File: src/rtl/countdown_timer_bcd.sv
// Multi-digit BCD countdown timer with per-digit radix, load/start/pause control
// and expiry signalling; advances on a single-cycle tick strobe.
module countdown_timer_bcd #(
  parameter int unsigned                  NUM_DIGITS  = 4,
  parameter logic [4*NUM_DIGITS-1:0]      MAX_VEC     = 16'h9959,
  parameter bit                           AUTO_RELOAD = 1'b0
) (
  input  logic                    clk,
  input  logic                    reset,
  input  logic                    tick,
  input  logic                    load,
  input  logic [4*NUM_DIGITS-1:0] load_value,
  input  logic                    start,
  input  logic                    pause,
  output logic [4*NUM_DIGITS-1:0] count,
  output logic                    running,
  output logic                    zero,
  output logic                    done,
  output logic                    expired
);

  localparam int unsigned W = 4 * NUM_DIGITS;

  typedef enum logic [1:0] {
    S_IDLE    = 2'd0,
    S_RUN     = 2'd1,
    S_PAUSED  = 2'd2,
    S_EXPIRED = 2'd3
  } state_t;

  state_t         state;
  logic [W-1:0]   reload_q;
  logic [W-1:0]   load_clamped;
  logic [W-1:0]   count_dec;
  logic           borrow;

  // Saturate each preset digit to its radix maximum.
  always_comb begin
    load_clamped = load_value;
    for (int i = 0; i < NUM_DIGITS; i++) begin
      if (load_value[4*i +: 4] > MAX_VEC[4*i +: 4]) begin
        load_clamped[4*i +: 4] = MAX_VEC[4*i +: 4];
      end
    end
  end

  // Ripple-borrow decrement; a zero digit that borrows wraps to its maximum.
  always_comb begin
    count_dec = count;
    borrow    = 1'b1;
    for (int i = 0; i < NUM_DIGITS; i++) begin
      if (borrow) begin
        if (count[4*i +: 4] == 4'd0) begin
          count_dec[4*i +: 4] = MAX_VEC[4*i +: 4];
        end else begin
          count_dec[4*i +: 4] = count[4*i +: 4] - 4'd1;
          borrow              = 1'b0;
        end
      end
    end
  end

  // Control FSM and counter; commands resolve as load > start > pause > tick.
  always_ff @(posedge clk) begin
    if (reset) begin
      state    <= S_IDLE;
      count    <= '0;
      reload_q <= '0;
      done     <= 1'b0;
    end else begin
      done <= 1'b0;
      if (load) begin
        count    <= load_clamped;
        reload_q <= load_clamped;
        state    <= S_IDLE;
      end else if (start) begin
        if (!zero && state != S_RUN) begin
          state <= S_RUN;
        end
      end else if (pause) begin
        if (state == S_RUN) begin
          state <= S_PAUSED;
        end
      end else if (tick && state == S_RUN) begin
        if (zero) begin
          // Only reachable after an auto-reload expiry.
          if (AUTO_RELOAD && reload_q != '0) begin
            count <= reload_q;
          end else begin
            state <= S_EXPIRED;
          end
        end else begin
          count <= count_dec;
          if (count_dec == '0) begin
            done <= 1'b1;
            if (!AUTO_RELOAD) begin
              state <= S_EXPIRED;
            end
          end
        end
      end
    end
  end

  assign zero    = (count == '0);
  assign running = (state == S_RUN);
  assign expired = (state == S_EXPIRED);

endmodule

File: config.mk
export PLATFORM = sky130hd
export DESIGN_NAME = countdown_timer_bcd
export DESIGN_NICKNAME = d
export VERILOG_FILES = /design/src/rtl/countdown_timer_bcd.sv
export SDC_FILE = /design/constraint.sdc
export NUM_CORES = 1
export LEC_CHECK = 0
export ABC_AREA = 0
export BUFFER_PORTS_ARGS = -buffer_cell sky130_fd_sc_hd__buf_4
export CORE_MARGIN = 5
export CORE_UTILIZATION = 42
export DETAILED_ROUTE_END_ITERATION = 8
export HOLD_SLACK_MARGIN = 0.1
export PLACE_DENSITY = 0.7
export RECOVER_POWER = 50
export SLEW_MARGIN = 20
export SYNTH_ARGS = -nofsm -noshare
export SYNTH_HDL_FRONTEND = slang
export SYNTH_SLANG_ARGS = --single-unit
File: constraint.sdc
create_clock -name clk -period 5.05 [get_ports clk]
set_clock_uncertainty 0.15 [all_clocks]
set_input_delay 0 -clock clk [delete_from_list [all_inputs] [get_ports clk]]
set_output_delay 0 -clock clk [all_outputs]
set_load 0.05 [all_outputs]
# Word level (Yosys, flattened, before mapping)
# Index checks and enable logic that the tools add are counted.
classes:
  muxes: 29
  eq_ne: 8
  magnitude_cmp: 4
  bitwise_logic: 1
  n_div: 0
  n_reduce_logical: 16
  n_shift: 0
  n_mul: 0
  add_sub_neg: 4
ops:
  columns: ["op", "count"]
  rows:
  - ["$mux 16", 5]
  - ["$mux 4", 11]
  - ["$logic_not 16->1", 2]
  - ["$logic_not 4->1", 4]
  - ["$sub 4x1->4 const B", 4]
  - ["$mux 2", 7]
  - ["$gt 4x4->1 const B", 3]
  - ["$reduce_and 4->1", 2]
  - ["$mux 1", 6]
  - ["$ne 2x2->1 const B", 3]
  - ["$reduce_or 6->1", 1]
  - ["$gt 4x3->1 const B", 1]
  - ["$ne 2x1->1 const B", 2]
  - ["$reduce_bool 4->1", 1]
  - ["$ne 3x2->1 const B", 1]
  - ["$reduce_bool 3->1", 1]
  - ["$eq 2x1->1 const B", 1]
  - ["$eq 2x2->1 const B", 1]
  - ["$logic_and 1x1->1", 2]
  - ["$reduce_bool 2->1", 1]
  - ["$reduce_or 2->1", 1]
  - ["$logic_not 1->1", 1]
  - ["$not 1->1", 1]
word_totals:
  mem_bits_rw: 0
  memories: 0
  romBits: 0
  latchBits: 0
  ff_bits: 19

# Longest topological paths before layout
# Gate-level depths: netlist of run 1.
depth:
  word_depth: 11
  depth_mapped: 6
  depth_no_buf: 5

# Least setup slack after synthesis of run 1
# Ideal clock, no wire load.
synth_timing:
  kind: "register to register"
  startpoint: "register state[0]"
  endpoint: "register count[8]"
  arrival_ns: 2.407
  stages_incl_launch_ff: 6
  synth_period_minus_slack_ns: 2.632
  path_slack_ns: 2.418
  cell_sequence: "dfxtp_1 > nor2b_1 > and4bb_2 > o21ai_1 > or4b_2 > a31oi_1"
synth_between:
  elab_chain_len: 4
synth_rtl:
  columns: ["element", "line", "text"]
  rows:
  - ["start: declaration", "31", "state_t state;"]
  - ["start signal: assignment", "66", "state <= S_IDLE;"]
  - ["start signal: assignment", "75", "state <= S_IDLE;"]
  - ["start signal: assignment", "78", "state <= S_RUN;"]
  - ["$eq 2x1->1", null, null]
  - ["net running", "16", "output logic running,"]
  - ["$logic_and 1x1->1", "84", "end else if (tick && state == S_RUN) begin"]
  - ["$reduce_bool 2->1 (no source line)", null, null]
  - ["$reduce_and 4->1 (no source line)", null, null]
  - ["end signal: assignment", "73", "count <= load_clamped;"]
  - ["end signal: assignment", "88", "count <= reload_q;"]
  - ["end signal: assignment", "93", "count <= count_dec;"]
  - ["end: declaration", "15", "output logic [4*NUM_DIGITS-1:0] count,"]
# The timed path passes the listed nets, and every way through them passes these cells.
# A chain may end at the register's enable or synchronous reset.

# Worst setup path after layout of run 1
layout_timing:
  startpoint: "register count[8]"
  endpoint: "register count[0]"
layout_between:
  elab_chain_len: 3
layout_rtl:
  columns: ["element", "line", "text"]
  rows:
  - ["$logic_not 16->1", "105", "assign zero = (count == '0);"]
  - ["$ne 2x2->1 (no source line)", null, null]
  - ["$reduce_and 4->1 (no source line)", null, null]
# Every way passes these cells.

==> results of run 1 <==
[power by group through the flow]
stage          clock, mW  combinational [mW]  sequential (mW)
6_report          0.0805               0.120            0.170
4_1_cts           0.0806               0.125            0.170
2_1_floorplan          0              0.0473            0.196
3_5_place_dp           0               0.107            0.173
3_3_place_gp           0               0.105            0.173
5_1_grt           0.0870               0.129            0.172
[repair_timing]
action	CTS	global route
resized for setup	0	0
endpoints found under the hold margin	18	0
hold buffers	31	0
[registers in the layout (all words and copies together), names as in the netlist]
signal  count
state       2
done        1
count      16
[synth_stat cells, drive strengths merged (4+ instances only)]
cell type,n
nand4,6
nor2,11
dfxtp,19
nand2,10
nand3,4
a21oi,7
o21ai,12
inv,5
nor3,8
clkbuf,4
o211ai,6
[worst max-delay path, cell delays in order, from the launching register on]
cell           delay, ns
dfxtp_1             0.38
nor4_1              0.61
nand4_2             0.31
o21ai_1             0.54
xor2_1              0.14
a221oi_1            0.29
dlygate4sd3_1       0.58
[per-stage QoR]
stage | instances | instance area (sq um) | util (%)
3_3_place_gp | 209 | 1470 | 54.2
3_5_place_dp | 209 | 1470 | 54.2
2_1_floorplan | 143 | 1160 | -
4_1_cts | 244 | 1810 | 66.7
6_report | 244 | 1740 | 64.0
5_1_grt | 244 | 1740 | 64.0
[worst max-delay path by stage]
stage / start / to / slack (ns) / cells after the start
2_1_floorplan: state[0] / count[8] / 2.42 / 5
3_3_place_gp: count[8] / count[0] / 2.74 / 5
3_5_place_dp: count[8] / count[0] / 2.61 / 5
4_1_cts: count[8] / count[0] / 2.03 / 6
5_1_grt: count[8] / count[0] / 1.67 / 6
6_report: count[8] / count[0] / 2.01 / 6
[logic make-up after synthesis]
kind of cell | after synthesis | share of synthesized area, %
AND/OR/NAND/NOR | 62 | 31.2
buffers and inverters | 11 | 4.64
multiplexers | 3 | 2.59
flip-flops | 19 | 32.8
XOR/XNOR | 5 | 3.78
AO/OA/AOI/OAI | 43 | 24.9
[layer usage]
layer  vias to the layer above  GRT usage (%)
met5                         -              0
met4                         0           9.55
met3                        11           3.06
met2                        53           32.8
met1                       647           23.4
li1                        685              -
[layout make-up]
type,instances,area [sq um]
clock buffer,4,26.3
timing repair buffer,72,547
fill,246,975
inverter,5,18.8
multi-input combinational,113,724
sequential,19,380
tap,31,38.8
==> out/qor.csv, run 1 <==
metric,value,unit
DR iter-0 viols,88,
peak supply drop,0.167,mV
clock sink count,19,
top_reg_cell synth,dfxtp_1,
"Reg clk slew, reported paths",0.11,ns
Psw,0.133,mW
Worst Tran Pin Value,0.642,ns
largest net degree at the start of global routing,16,
power share of the combinational group,32.3,%
asr flop ratio synth,0,%
Die W,62.5,um
Syn Inst Count,143,
DR vias/cell,5.72,
Reg2Reg Capture Point,count[0],
total wire length,3.82,mm
post-synthesis cell type count,44,
DR WL met3,236,um
Net Sw Frac,35.9,%
Worst Hold Slack,0.143,ns
Final #Nets,236,
"EDFF count, synth",0,
DRT Pass-1 Iters,4,
# rows,19,
first-pass GRT wire length,6.27,mm
Hold Path Depth,4,
register-to-register setup slack,2.01,ns
pwr/cell area,213,nW/um^2
die area,3910,sq um
met1 wire length,1.56,mm
proportion of layout cells with a drive suffix above 1,15.5,%
Residual DRC,0,
worst skew pair latency,0.30,ns
reg2reg path depth,6,
final setup fails,0,
Synthesis Warnings,0,
area grow syn2layout,49.8,%
RD Place Congestion,0.927,
effective utilization at floorplan,42.8,%
share of the synthesized area in the top cell type,32.8,%
setup tns final,0,ns
final worst path period need,3.04,ns
reg2reg start,count[8],
IO buf count,41,
Hold Crit Class,input pin to register,
startpoint types,register,
final hold viol count,0,
antenna violations before repair,0,
crit-path max FO,9,
hold_sp,load_value[8],
unrepaired setup endpoints after global routing,false,
vias post-DR,1396,
Final ANT Viol Nets,0,
leakage,0.677,nW
routed len/inst,15.7,um
sequential power share,45.9,%
total of max-cap violations,0,
syn avg cell area,8.10,sq um
Core Footprint,2710,sq um
max-slew violations,0,
Final HPWL DP,2.56,mm
clock network power share,21.7,%
"most common cell after layout, fill and taps aside",dlygate4sd3_1,
Setup Crit Path Kind,register to register,
Yosys top cell by area,dfxtp_1,
final period utilization,60.3,%
sequential element share of the synthesized area,32.8,%
GRT Util Overall,19.3,%
Worst Setup End Kind,register,
WL met2,1.91,mm
Max-slew headroom,56.8,%
Critical Path RT,5.15,ns
status,"finished, final reports clean",
Highest Clock Rate,328,MHz
die height,62.5,um
"Arr. time, crit path",3.15,ns
H-Tree Depth,1,
"Worst Setup Slack, final",2.01,ns
Ports,42,
Top Layer Used,met4,
"top cells by area, synth","dfxtp_1, o21ai_0, o211ai_1",
TritonCTS buffer count,3,
Bufs on Longest Clock Path,2,
most frequent cells in the layout,"dlygate4sd3_1, buf_4, clkbuf_1, dfxtp_1, nor2_1",
Internal Power,0.237,mW
vias in the first global route,1381,
Synth Net Count,165,
Place WS,2.61,ns
TritonCTS clock tree,built,
Clock Tree Root,clkbuf_4,
diode count,0,
Post-Syn Area,1160,sq um
PnR Total Power,0.370,mW
Post-CTS Repair Setup Buffers,0,
grt ovf,0,
Hold Path Sink,count[8],
#FFs+latches synth,19,
Power figures use the tool's default switching activity.
==> run 2: changes to the inputs <==
Settings changed: ABC_AREA 0 to 1, PLACE_DENSITY 0.7 to 0.68.
Clock period 5.05 ns to 2.9 ns, I/O delays scaled along.
==> run 2 against run 1 <==
  * Sequential cell count unchanged
  * Cell area increased by 15%
  * Cell count increased by 41%
  * Global-route usage increased by 0.16 points
  * Count of clock-buffer cells in the layout unchanged
  * Critical endpoint unchanged
  * Critical path type unchanged
  * Sequential power increased by 76%
  * Combinational power increased to 2.8 times the previous value
==> out/qor.csv, run 2 <==
metric,value,unit
Crit. Startpoint,count[0],
peak supply drop,0.189,mV
"count leader, synth",nand2_1,
die area,4560,sq um
sequential power share,38.9,%
setup tns final,0,ns
final period utilization,87.9,%
"most common cell after layout, fill and taps aside",nand2_1,
mux cell area share after synthesis,0,%
final hold viol count,0,
syn avg cell area,6.12,sq um
Final #Nets,322,
Die W,67.5,um
Highest Clock Rate,392,MHz
Reg2Reg Capture Point,count[0],
die height,67.5,um
Hold Crit Class,input pin to register,
Worst Hold Slack,0.328,ns
sequential element share of the synthesized area,27.4,%
vias post-DR,1653,
grt ovf,0,
TritonCTS buffer count,3,
Final ANT Viol Nets,0,
"EDFF count, synth",0,
Yosys top cell by area,dfxtp_1,
effective utilization at floorplan,44.8,%
Critical Path RT,2.95,ns
Syn Inst Count,227,
startpoint types,register,
vias in the first global route,1579,
Synthesis Warnings,0,
routed len/inst,11.7,um
IO buf count,41,
Final HPWL DP,2.84,mm
Bufs on Longest Clock Path,2,
unrepaired setup endpoints after global routing,false,
Worst Tran Pin Value,0.635,ns
CP Capture Point,count[0],
TritonCTS clock tree,built,
final setup fails,0,
crit-path max FO,16,
quantity of gates resized following cts,0,
clock sink count,19,
Worst Setup End Kind,register,
final worst path period need,2.55,ns
DR vias/cell,4.82,
Net Sw Frac,41.5,%
register-to-register setup slack,0.35,ns
post-synthesis cell type count,27,
Synth Net Count,249,
status,"finished, final reports clean",
GRT Util Overall,19.5,%
leakage,0.969,nW
DRT Pass-1 Iters,4,
"Arr. time, crit path",2.60,ns
worst skew pair latency,0.30,ns
max FFs per register,16,
antenna violations before repair,0,
Core Footprint,3100,sq um
Psw,0.320,mW
Synth Area in Compound Gates,20.5,%
top_reg_cell synth,dfxtp_1,
Residual DRC,0,
diode count,0,
power share of the combinational group,42.8,%
reg2reg start,count[0],
max-slew violations,0,
pwr/cell area,387,nW/um^2
proportion of layout cells with a drive suffix above 1,12.4,%
share of the synthesized area in the top cell type,27.4,%
Post-Syn Area,1390,sq um
most frequent cells in the layout,"nand2_1, inv_1, dlygate4sd3_1, nor2_1, buf_4",
asr flop ratio synth,0,%
Biggest register,count,
Ports,42,
largest family of logic cells by synthesized area,simple AND/OR/NAND/NOR gates,
Synth Area in Simple Gates,39.6,%
total wire length,4.03,mm
H-Tree Depth,1,
first-pass GRT wire length,6.96,mm
#FFs+latches synth,19,
total of max-cap violations,0,
area grow syn2layout,43.0,%
DR iter-0 viols,115,
clock network power share,18.2,%
adder-cell share of the synthesized area,0,%
# rows,20,
"Reg clk slew, reported paths",0.12,ns
Max-slew headroom,57.8,%
Largest regs,"count x16, state x2, done x1",
reg2reg path depth,11,
synth cell count leaders,"nand2_1, inv_1, nor2_1, o21ai_0, dfxtp_1",
xor-xnor portion of the synthesized cell area,0,%
"top cells by area, synth","dfxtp_1, nand2_1, inv_1",
Setup Crit Path Kind,register to register,
largest net degree at the start of global routing,17,
Internal Power,0.450,mW
Clock Tree Root,clkbuf_4,
RD Place Congestion,0.855,
==> run 2: timing repair <==
item | in CTS | in global routing
hold endpoints to repair | 19 | 0
hold buffers | 32 | 0
endpoints found under the setup margin | 0 | 0
setup buffers | 0 | 0
==> run 2: cells by family (layout without fill, tap and decap cells) <==
kind of cell | count (synthesis) | count (layout)
buffers and inverters | 40 | 112
AO/OA/AOI/OAI | 50 | 50
AND/OR/NAND/NOR | 118 | 118
flip-flops | 19 | 19
==> run 2: worst min-delay path by stage <==
| stage | start | endpoint | slack, ns | cells past startpoint |
|---|---|---|---|---|
| 2_1_floorplan | pause | state[0] | 0.04 | 3 |
| 3_3_place_gp | reset | count[3] | 0.11 | 2 |
| 3_5_place_dp | reset | count[0] | 0.11 | 2 |
| 4_1_cts | reset | count[2] | 0.32 | 3 |
| 5_1_grt | reset | count[2] | 0.36 | 3 |
| 6_report | reset | count[2] | 0.33 | 3 |
==> run 2: power groups by stage <==
stage | clock, mW | combinational, mW | sequential [mW]
floorplan | 0 | 0.168 | 0.359
global placement | 0 | 0.306 | 0.305
detailed placement | 0 | 0.306 | 0.305
CTS | 0.143 | 0.342 | 0.300
global route | 0.156 | 0.364 | 0.304
finish | 0.140 | 0.330 | 0.300
==> run 2: routing by layer <==
metal,wire length [um],part of all wire (%),track usage [%],up-vias
li1,-,-,-,879
met2,1920,48,34.3,48
met1,1840,46,25.2,722
met4,42,1.0,5.32,0
met3,228,5.7,1.83,4
met5,0,0,0,-
==> run 2: per-stage QoR <==
| step | total power, mW | setup WS, ns | cells | utilization (%) | cell area (sq um) |
|---|---|---|---|---|---|
| global placement | 0.612 | 0.948 | 307 | 55.2 | 1710 |
| finish | 0.769 | 0.352 | 343 | 64.1 | 1990 |
| floorplan | 0.527 | 0.639 | 227 | - | 1390 |
| CTS | 0.785 | 0.386 | 343 | 66.4 | 2060 |
| global route | 0.824 | 0.153 | 343 | 64.1 | 1990 |
| detailed placement | 0.612 | 0.888 | 307 | 55.2 | 1710 |
==> run 2: worst max-delay path, stage by stage, from the launching register on <==
cell and delay, ns:
dfxtp_1 0.38, nor2_2 0.21, nand2_4 0.11, nor2_8 0.20
nand4_4 0.13, nand2_4 0.10, nor2_4 0.05, nor2_8 0.22
inv_4 0.12, o21ai_1 0.14, nor2_1 0.05, dlygate4sd3_1 0.55
==> run 2: area by class of cell <==
type	count	area (sq um)
clock buffer	4	26.3
sequential	19	380
multi-input combinational	168	836
tap	44	55.1
inverter	35	134
timing repair buffer	73	557
fill	334	1110
==> run 3: changes to the inputs <==
Settings changed: ABC_AREA 1 to 0, CORE_UTILIZATION 42 to 48, PLACE_DENSITY 0.68 to 0.79.
==> run 3 against run 2 <==
  * Cell area shrank 11%
  * Die area down 23%
  * Fmax shrank 8.9%
  * Sequential power about the same
  * Clock power hardly changed
  * Largest cell class unchanged
==> out/qor.csv, run 3 (synthesis gave the netlist of run 1 again) <==
metric,value,unit
final period utilization,96.4,%
H-Tree Depth,1,
largest net degree at the start of global routing,16,
Hold Crit Class,register to register,
reg2reg start,count[0],
setup tns final,0,ns
total wire length,4.18,mm
Largest regs,"count x16, state x2, done x1",
final design utilization,78.4,%
Final #Nets,236,
reg2reg path depth,6,
die height,59.1,um
first-pass GRT wire length,6.71,mm
pwr/cell area,373,nW/um^2
Reg2Reg Capture Point,count[4],
unrepaired setup endpoints after global routing,false,
"most common cell after layout, fill and taps aside",dlygate4sd3_1,
Ports,42,
hold_sp,count[7],
Worst Setup End Kind,register,
DR WL met3,445,um
IO buf count,41,
DR vias/cell,6.32,
antenna violations before repair,0,
effective utilization at floorplan,51.4,%
Post-CTS Repair Setup Buffers,0,
register-to-register setup slack,0.10,ns
met1 wire length,1.59,mm
Buf/Inv on CP,2,
Highest Clock Rate,358,MHz
worst skew pair latency,0.30,ns
status,"finished, final reports clean",
# rows,17,
Clock Tree Root,clkbuf_4,
"Arr. time, crit path",2.84,ns
final worst path period need,2.80,ns
vias in the first global route,1482,
Hold Path Sink,count[7],
CP top delay family,buffers and inverters,
TritonCTS buffer count,3,
RD Place Congestion,0.935,
"Reg clk slew, reported paths",0.12,ns
final hold viol count,0,
max-slew violations,0,
TritonCTS clock tree,built,
"slowest stage delay, CP",0.58,ns
Worst path slowest cell,or4_4,
Fillers,162,
most frequent cells in the layout,"dlygate4sd3_1, buf_4, clkbuf_1, dfxtp_1, nor2_1",
"most used cell, CP",dlygate4sd3_1,
crit-path max FO,9,
WL met2,1.97,mm
Top Layer Used,met4,
startpoint types,register,
DR iter-0 viols,147,
peak supply drop,0.320,mV
GRT Util Overall,24.9,%
Critical Path RT,2.95,ns
max FFs per register,16,
proportion of layout cells with a drive suffix above 1,19.2,%
Final ANT Viol Nets,0,
total of max-cap violations,0,
die area,3500,sq um
"Design Area, Final",1770,sq um
Max-slew headroom,58.4,%
diode count,0,
critical path depth,6,
Die W,59.1,um
Setup Crit Path Kind,register to register,
final setup fails,0,
vias post-DR,1522,
Biggest register,count,
DRT Pass-1 Iters,5,
Core Footprint,2250,sq um
Final HPWL DP,2.53,mm
grt ovf,0,
clock sink count,19,
DP Area,1470,sq um
area grow syn2layout,52.5,%
Worst Tran Pin Value,0.626,ns
leakage,0.686,nW
Bufs on Longest Clock Path,2,
routed len/inst,17.3,um
Residual DRC,0,
Hold Path Depth,1,
CP Cell Sequence,"or4_4, a2bb2o_1, a22oi_1, dlygate4sd3_1, a21oi_1, dlygate4sd3_1",
-- run 3: stage by stage --
step / setup WS [ns] / hold WS (ns) / cells / power (mW)
5_1_grt: 0.0126 / 0.362 / 241 / 0.694
4_1_cts: 0.0368 / 0.353 / 241 / 0.657
6_report: 0.105 / 0.369 / 241 / 0.660
2_1_floorplan: 0.268 / -0.0414 / 143 / 0.423
3_3_place_gp: 0.594 / 0.0592 / 206 / 0.483
3_5_place_dp: 0.450 / 0.0659 / 206 / 0.487
-- run 3: layout make-up --
type | instances | area [sq um] | area share, %
timing repair buffer | 72 | 554 | 31.4
tap | 28 | 35.0 | 1.98
clock buffer | 4 | 26.3 | 1.49
multi-input combinational | 113 | 748 | 42.4
sequential | 19 | 384 | 21.7
inverter | 5 | 18.8 | 1.06
-- run 3: power by group --
| group | switching (mW) | internal, mW |
|---|---|---|
| Combinational | 0.130 | 0.0889 |
| Clock | 0.0869 | 0.0536 |
| Sequential | 0.0244 | 0.275 |
-- run 3: worst max-delay path by stage --
| stage | endpoint | from |
|---|---|---|
| after floorplan | count[8] | state[0] |
| after global placement | count[0] | count[8] |
| after detailed placement | count[0] | count[8] |
| after CTS | count[4] | state[0] |
| after global routing | count[4] | state[0] |
| final | count[4] | count[0] |
-- run 3: what timing repair did --
| action | in CTS | in global routing |
|---|---|---|
| resized for setup | 0 | 8 |
| hold buffers | 31 | 0 |
| setup endpoints to repair | 0 | 4 |
| hold endpoints to repair | 18 | 0 |
-- run 3: layer usage --
| metal | vias up | global-route usage, % |
|---|---|---|
| met5 | - | 0 |
| met2 | 117 | 40.2 |
| li1 | 683 | - |
| met4 | 0 | 11.0 |
| met3 | 32 | 5.88 |
| met1 | 690 | 31.4 |
-- run 3: worst register-to-register path, delay by kind of cell, from the launching register on --
kind | cells | cell delay, ns
flip-flops | 1 | 0.39
AND/OR/NAND/NOR | 1 | 0.58
AO/OA/AOI/OAI | 3 | 0.46
buffers and inverters | 2 | 1.11
